### config.mk
export PLATFORM = sky130hd
export DESIGN_NAME = umi_priority_arbiter
export DESIGN_NICKNAME = d
export VERILOG_FILES = /design/src/rtl/umi_pkg.sv /design/src/rtl/umi_pipe_reg.sv /design/src/rtl/umi_priority_arbiter.sv
export SDC_FILE = /design/constraint.sdc
export NUM_CORES = 1
export LEC_CHECK = 0
export CAP_MARGIN = 30
export CORE_AREA = 2 2 303 305
export CTS_BUF_LIST = sky130_fd_sc_hd__clkbuf_8
export DETAILED_ROUTE_END_ITERATION = 10
export DIE_AREA = 0 0 305 307
export PLACE_DENSITY = 0.36
export SLEW_MARGIN = 5
export SYNTH_ARGS = -nofsm -noshare
export SYNTH_HDL_FRONTEND = slang
export SYNTH_SLANG_ARGS = --single-unit
export TNS_END_PERCENT = 100
### constraint.sdc
create_clock -name clk -period 3.1 [get_ports clk]
set_input_delay 0.93 -clock clk [delete_from_list [all_inputs] [get_ports clk]]
set_output_delay 0.93 -clock clk [all_outputs]
set_load 0.01 [all_outputs]
### src/rtl/umi_pkg.sv
// Shared UMI definitions.
// Holds the packet field layout and the command-write bit position, which the
// splitter and unpack blocks also use. It also holds the default starvation
// bound and the grant encoding used by the priority arbiter.
package umi_pkg;

  // Packet field layout (bit offsets within the UW-wide packet)
  localparam int UMI_CMD_LSB       = 0;
  localparam int UMI_CMD_W         = 32;
  localparam int UMI_DSTADDR_LSB   = 32;
  localparam int UMI_SRCADDR_LSB   = 96;
  localparam int UMI_DATA_LSB      = 160;

  // Command bit that marks write traffic
  localparam int UMI_CMD_WRITE_BIT = 1;

  // Default bound on how long the low-priority requester may be starved
  localparam int UMI_ARB_STARVE_DEFAULT = 8;

  typedef enum logic [1:0] {
    GRANT_NONE = 2'd0,
    GRANT_UMI0 = 2'd1,
    GRANT_UMI1 = 2'd2
  } umi_grant_e;

  function automatic logic umi_is_write(input logic [UMI_CMD_W-1:0] cmd);
    return cmd[UMI_CMD_WRITE_BIT];
  endfunction

endpackage

### src/rtl/umi_pipe_reg.sv
// UW-wide valid/ready output register.
// It registers one packet and holds it until downstream accepts it.
// 'load' tells the producer when a new packet can be written this cycle:
// either the register is empty, or its contents leave this cycle.
// Ports:
//   clk, reset        - clock, synchronous active-high reset
//   in_valid          - write a new packet; only meaningful while load=1
//   in_packet         - packet to write
//   load              - register can accept a packet this cycle
//   out_valid         - registered packet valid
//   out_packet        - registered packet
//   out_ready         - downstream accepts out_packet
module umi_pipe_reg #(
  parameter int UW = 256
) (
  input  logic          clk,
  input  logic          reset,
  input  logic          in_valid,
  input  logic [UW-1:0] in_packet,
  output logic          load,
  output logic          out_valid,
  output logic [UW-1:0] out_packet,
  input  logic          out_ready
);

  logic          valid_q, valid_d;
  logic [UW-1:0] packet_q, packet_d;

  assign load = ~valid_q | out_ready;

  always_comb begin
    valid_d  = valid_q;
    packet_d = packet_q;
    if (load) begin
      // When the register drains with nothing new, valid drops and the
      // stale packet is left in place. This avoids a wide mux on the data.
      valid_d = in_valid;
      if (in_valid) begin
        packet_d = in_packet;
      end
    end
  end

  always_ff @(posedge clk) begin
    if (reset) begin
      valid_q  <= 1'b0;
      packet_q <= '0;
    end else begin
      valid_q  <= valid_d;
      packet_q <= packet_d;
    end
  end

  assign out_valid  = valid_q;
  assign out_packet = packet_q;

endmodule

### src/rtl/umi_priority_arbiter.sv
// Two-input UMI merger.
// umi0 (write traffic) has strict priority over umi1 (read requests).
// A starvation counter forces a umi1 grant once umi1 has lost STARVE
// arbitrations in a row. The output is registered through umi_pipe_reg.
// in_ready depends combinationally on umi_out_ready.
// Optional: define UMI_ARBITER_STATS_EN to add handshake/force counters.
// Ports:
//   clk, reset                       - clock, synchronous active-high reset
//   umi0_in_valid/packet/ready       - high-priority requester
//   umi1_in_valid/packet/ready       - low-priority requester
//   umi_out_valid/packet/ready       - shared registered output channel
//   stat_grant0/stat_grant1/stat_force (UMI_ARBITER_STATS_EN only)
module umi_priority_arbiter
  import umi_pkg::*;
#(
  parameter int AW     = 64,
  parameter int UW     = 256,
  parameter int STARVE = UMI_ARB_STARVE_DEFAULT
) (
  input  logic          clk,
  input  logic          reset,
  input  logic          umi0_in_valid,
  input  logic [UW-1:0] umi0_in_packet,
  output logic          umi0_in_ready,
  input  logic          umi1_in_valid,
  input  logic [UW-1:0] umi1_in_packet,
  output logic          umi1_in_ready,
  output logic          umi_out_valid,
  output logic [UW-1:0] umi_out_packet,
  input  logic          umi_out_ready
`ifdef UMI_ARBITER_STATS_EN
  ,
  output logic [31:0]   stat_grant0,
  output logic [31:0]   stat_grant1,
  output logic [15:0]   stat_force
`endif
);

  logic          load;
  logic          force_grant;
  umi_grant_e    grant;
  logic          sel_valid;
  logic [UW-1:0] sel_packet;

  // AW is carried only for interface consistency with other UMI blocks.
  // No address field is decoded here.
  if (AW > UW) begin : g_aw_wider_than_packet
  end

  // Grants are only issued when the output register can take a packet.
  // This is why in_ready already includes load.
  always_comb begin
    grant = GRANT_NONE;
    if (load) begin
      if (force_grant && umi1_in_valid) begin
        grant = GRANT_UMI1;
      end else if (umi0_in_valid) begin
        grant = GRANT_UMI0;
      end else if (umi1_in_valid) begin
        grant = GRANT_UMI1;
      end
    end
  end

  assign umi0_in_ready = (grant == GRANT_UMI0);
  assign umi1_in_ready = (grant == GRANT_UMI1);
  assign sel_valid     = umi0_in_ready | umi1_in_ready;
  assign sel_packet    = umi1_in_ready ? umi1_in_packet : umi0_in_packet;

  umi_pipe_reg #(.UW(UW)) u_out_reg (
    .clk        (clk),
    .reset      (reset),
    .in_valid   (sel_valid),
    .in_packet  (sel_packet),
    .load       (load),
    .out_valid  (umi_out_valid),
    .out_packet (umi_out_packet),
    .out_ready  (umi_out_ready)
  );

  if (STARVE > 0) begin : g_starve
    localparam int             CW         = $clog2(STARVE + 1);
    localparam logic [CW-1:0]  STARVE_MAX = CW'(STARVE);

    logic [CW-1:0] count_q, count_d;

    // The counter only moves on cycles where umi0 actually wins.
    // While the output is stalled (load=0) there are no grants, so the
    // counter holds: back-pressure does not count as starvation.
    always_comb begin
      count_d = count_q;
      if (!umi1_in_valid || umi1_in_ready) begin
        count_d = '0;
      end else if (umi0_in_ready && (count_q != STARVE_MAX)) begin
        count_d = count_q + 1'b1;
      end
    end

    always_ff @(posedge clk) begin
      if (reset) begin
        count_q <= '0;
      end else begin
        count_q <= count_d;
      end
    end

    assign force_grant = (count_q == STARVE_MAX);
  end else begin : g_strict
    assign force_grant = 1'b0;
  end

`ifdef UMI_ARBITER_STATS_EN
  logic [31:0] grant0_cnt_q;
  logic [31:0] grant1_cnt_q;
  logic [15:0] force_cnt_q;

  // Counters wrap naturally on overflow.
  always_ff @(posedge clk) begin
    if (reset) begin
      grant0_cnt_q <= '0;
      grant1_cnt_q <= '0;
      force_cnt_q  <= '0;
    end else begin
      if (umi0_in_valid && umi0_in_ready) begin
        grant0_cnt_q <= grant0_cnt_q + 32'd1;
      end
      if (umi1_in_valid && umi1_in_ready) begin
        grant1_cnt_q <= grant1_cnt_q + 32'd1;
      end
      if (umi1_in_ready && force_grant) begin
        force_cnt_q <= force_cnt_q + 16'd1;
      end
    end
  end

  assign stat_grant0 = grant0_cnt_q;
  assign stat_grant1 = grant1_cnt_q;
  assign stat_force  = force_cnt_q;
`endif

endmodule

== After elaboration in Yosys (flattened, before gate mapping) ==
Index checks and enable logic that the tools add are counted.
Storage, ports and cells
  bits in registers: 261
  input bits: 517
  output and inout bits: 259
  logic and storage cells: 22
Cells by class
  $add $sub $neg: 1
  equal/unequal tests: 4
  muxes and demuxes: 5
  bitwise operators: 3
  reduce and logical (&&, ||, !) cells: 6
Operators by type and width (count)
  two-way mux 256 bit: 1
  two-way mux 2 bit: 4
  adder 4 x 1 -> 4 bit, second input constant: 1
  == test 4 bit, second input constant: 1
  != test 4 bit, second input constant: 1
  == test 2 x 1 -> 1 bit, second input constant: 1
  == test 2 bit, second input constant: 1
  logical AND 1 bit: 2
  bitwise OR 1 bit: 2
  AND reduction 2 bit: 1
  OR reduction 2 bit: 1
  logical NOT 1 bit: 1
  logical OR 1 bit: 1
  NOT 1 bit: 1

== Logic depth before layout (Yosys ltp) ==
  depth after elaboration: 7
  mapped depth: 12
  depth with buffers taken out: 9

== Cells and area by module ==
Synthesis repeated with hierarchy kept, for this count alone.
Second synthesis, totals
  cell total of the unflattened synthesis: 1491
  area, all modules: 14538.9 µm²
By module, submodules not included
  umi_pipe_reg: instances 1, cells each 1171, area each 11071.9 µm², sequential area each 5144.9 µm²
  umi_priority_arbiter: instances 1, cells each 320, area each 3467.1 µm², sequential area each 80.1 µm²

== Worst setup path after synthesis ==
No wires, ideal clock.
  kind: input port to flip-flop
  start: in umi_out_ready
  end: reg u_out_reg.packet_q[204], in the netlist u_out_reg.out_packet[204]
  library setup time: 0.150 ns
  arrival time: 2.700 ns
  data required time: 2.950 ns
  path slack: 0.250 ns
  cell stages on the path: 10
  buffers on the path: 5
  path through: nand2b_4 buf_6 buf_2 buf_2 and3_1 ha_1 inv_2 buf_2 clkbuf_1 a311oi_2
On the way
  word-level cells in the longest chain between the ends: 5
  elaborated cells on any way between the ends: 7
  classes of those cells: eq/ne (2); mux (2); bitwise (2); reduce/logical (1)
Ends and longest elaborated chain
  start, declared: line umi_priority_arbiter.sv:30  | input logic umi_out_ready
  bitwise OR 1 bit *: line umi_pipe_reg.sv:29  | assign load = ~valid_q | out_ready;
  two-way mux 2 bit: line umi_priority_arbiter.sv:54  | if (load) begin
  == test 2 x 1 -> 1 bit or == test 2 bit (tied branches): line umi_priority_arbiter.sv:65, umi_priority_arbiter.sv:66
  bitwise OR 1 bit: line umi_priority_arbiter.sv:67  | assign sel_valid = umi0_in_ready | umi1_in_ready;
  AND reduction 2 bit (no source line)
  end signal, assigned: line umi_pipe_reg.sv:50  | packet_q <= packet_d;
  end, declared: line umi_pipe_reg.sv:27  | logic [UW-1:0] packet_q, packet_d;
Mark *: on every way between the ends. The rest lies on a longest branch, timed or not.
A chain may end at the register's enable or synchronous reset.

== Worst setup path in the final report ==
  start: in umi_out_ready
  end: out umi1_in_ready
On the way
  word-level cells in the longest chain between the ends: 3
Ends and longest elaborated chain
  bitwise OR 1 bit: line umi_pipe_reg.sv:29
  two-way mux 2 bit: line umi_priority_arbiter.sv:54
  == test 2 bit: line umi_priority_arbiter.sv:66  | assign umi1_in_ready = (grant == GRANT_UMI1);
  end, declared: line umi_priority_arbiter.sv:27  | output logic umi1_in_ready,
No other way between the ends.

==> metrics <==
status=completed; Final Hold Fails=0; Setup CP Type=in -> out; crit end category=primary output; total negative slack=0 ns; Max Fclk=between 300 and 400 MHz; crit-path max FO=4; Yosys cell types=24; Yosys reg bits=around 260; Synth Area in Simple Gates=0.00729; multiplexer share of the synthesized area=0.184; total gr overflow=0; clk buf depth=3; largest net degree at the start of global routing=roughly 120; post-synthesis compound-gate area fraction=0.346; Mapped Avg Cell Area=around 11 um^2; Synth Net Count=between 1.5k and 2k; first-pass GRT wire length=96,700 um; core area=0.0907 mm^2; Layout area overhead=76.7%; CP Launch Type=primary input; PD cells=between 400 and 500 mW/mm^2; Slew headroom=0.487; clk_skew=0.0180 ns; reg2reg start=g_starve.count_q[0]; Num CTS Buffers=56; DR WL/cell=roughly 21 um; Die Ht=307 um; I/O Pins=776; final setup vio count=0; number of global-route vias before repair=between 10k and 15k; Layout Nets=roughly 2.6k; starting density of the core=0.153; Max Cap Viol=0; share of cells above drive strength 1=0.213; later-pin clock latency in the skew report=roughly 0.63 ns; Vias=about 14k; CTS tree=yes; gr usage total=0.137; Worst Hold Launch=g_starve.count_q[2]; Seq/Total Area, Yosys=0.376; worst min-delay path class=reg -> reg; pins over their slew limit=0; Reg clk slew, reported paths=about 0.05 ns; synthesized cell area=~0.014 mm^2; critical path launch point=umi_out_ready; Psw=3.82 mW; xor/xnor share of the synthesized area=0.000630; Vias/cell=4.16; Flop pwr share=0.345; period utilization=0.972; cells after synthesis=roughly 1.2k; H-tree depth=2; DRT iter0 DRCs=530; Peak VDD IR=197 uV; Yosys warning count=0; DRT Pass-1 Iters=4; Adder-Cell Fraction of Synth Area=0.00360; combinational power share=0.357; leak pwr=a little over 8 nW; sw frac=0.325; Hold WS=slightly above 0.5 ns; cell internal pwr=between 7 and 8 mW; RD Place Congestion=0.798; Worst Tran Pin Value=~0.77 ns; hpwl dp=51,600 um; Hold-fix buffers, CTS=0; I/O Buffers=approximately 780; Final Routed Wirelength=between 60,000 and 70,000 um; Post-route DRC=0; initial antenna violation count=2; clock power share=0.298; Die W=slightly above 300 um; worst path required time=2.17 ns; Routed Antenna Nets=0; post-route minimum period=3.01 ns; clock sinks=around 260; die area=roughly 0.094 mm^2; largest family of logic cells by synthesized area=compound AO/OA/AOI/OAI gates; Std-Cell Rows=between 100 and 150; clock root buffer=clkbuf_8; CP Data Arrival Time=2.08 ns
## path summary, 6_finish.rpt
kind	to	cells past startpoint	slack [ns]
worst min-delay path	g_starve.count_q[2]	2	0.51
worst max register to register	u_out_reg.out_packet[59]	12	0.48
worst max-delay path	umi1_in_ready	6	0.09
worst min register to register	g_starve.count_q[2]	2	0.51
## power groups by stage
| stage | clock (mW) | combinational, mW | sequential (mW) |
|---|---|---|---|
| after floorplan | 0 | 1.72 | 4.29 |
| after global placement | 0 | 4.24 | 4.11 |
| after detailed placement | 0 | 4.27 | 4.11 |
| after CTS | 3.74 | 4.28 | 4.06 |
| after global routing | 3.88 | 4.50 | 4.11 |
| final | 3.51 | 4.20 | 4.05 |
## cell families after synthesis
| logic type | Yosys count |
|---|---|
| mux | 256 |
| buf+inv | 176 |
| simple gates | 18 |
| flops | 261 |
| compound gates | 518 |
| xor+xnor | 1 |
| fa+ha+maj | 4 |
## cell type report
| class | count | area, um^2 |
|---|---|---|
| Fill cell | 9555 | 66100 |
| Timing Repair Buffer | 937 | 9240 |
| Multi-Input combinational cell | 797 | 7570 |
| Sequential cell | 261 | 5230 |
| Tap cell | 1186 | 1480 |
| Clock buffer | 62 | 853 |
| Clock inverter | 28 | 143 |
| Inverter | 4 | 22.5 |
| Antenna cell | 2 | 5.00 |
## worst max-delay path, stage by stage
cell             delay, ns
clkdlybuf4s50_1       0.40
nand2b_4              0.15
buf_4                 0.14
and3_4                0.17
ha_4                  0.16
buf_2                 0.13
## layer usage
layer | up-vias | share of wire | track usage
li1 | 6561 | - | -
met1 | 6594 | 0.38 | 0.152
met2 | 410 | 0.53 | 0.255
met3 | 70 | 0.065 | 0.0398
met4 | 0 | 0.018 | 0.0322
met5 | - | 0 | 0
## state kept, by name, indices dropped and copies added, names as in the netlist
signal,count
u_out_reg.out_valid,1
u_out_reg.out_packet,256
g_starve.count_q,4
## per-stage QoR
stage | instance area [um^2] | utilization | setup WS, ns | power (mW) | cells
final | 24500 | 0.271 | 0.0877 | 11.8 | 3277
after global routing | 24500 | 0.271 | -0.00272 | 12.5 | 3277
after CTS | 24500 | 0.271 | 0.0514 | 12.1 | 3274
after detailed placement | 23500 | 0.259 | -0.379 | 8.38 | 3182
after global placement | 23500 | 0.259 | -0.394 | 8.35 | 3182
after floorplan | 13900 | - | 0.250 | 6.01 | 1234
## repair_timing
action                     CTS  global route
setup endpoints to repair    2             2
gates cloned                 0             0
pin swaps                    1             2
buffers inserted             2             1
gates resized for setup     17             0
## cell usage in the layout (no fill, tap or decap), drive strengths merged, types with 3 or more instances in the layout
master	instances
a21oi	260
a311oi	256
buf	165
clkbuf	62
clkdlybuf4s50	772
clkinv	3
dfxtp	261
ha	4
inv	26
mux2i	256
nand2	5
nand3	4
## cells in the mapped netlist
| library cell | n | area share |
|---|---|---|
| inv_2 | 1 | 0.00027 |
| nand2_1 | 5 | 0.0014 |
| xor2_1 | 1 | 0.00063 |
| buf_1 | 13 | 0.0035 |
| buf_6 | 50 | 0.041 |
| dfxtp_1 | 261 | 0.38 |
| inv_1 | 3 | 0.00081 |
| a311oi_2 | 200 | 0.22 |
| and3b_1 | 1 | 0.00063 |
| nand3_1 | 4 | 0.0014 |
| nand2b_4 | 1 | 0.00099 |
| and3_1 | 2 | 0.00090 |
| o21ai_0 | 2 | 0.00072 |
| a21oi_1 | 260 | 0.094 |
| a311oi_1 | 56 | 0.035 |
| clkbuf_1 | 26 | 0.0070 |
| buf_2 | 81 | 0.029 |
| nand4_1 | 1 | 0.00045 |
| nand3b_1 | 1 | 0.00054 |
| buf_4 | 2 | 0.0011 |
| mux2i_1 | 256 | 0.18 |
| nor2_1 | 2 | 0.00054 |
| or3_1 | 1 | 0.00045 |
| ha_1 | 4 | 0.0036 |
Note: power is estimated with default switching activity, not from simulation.
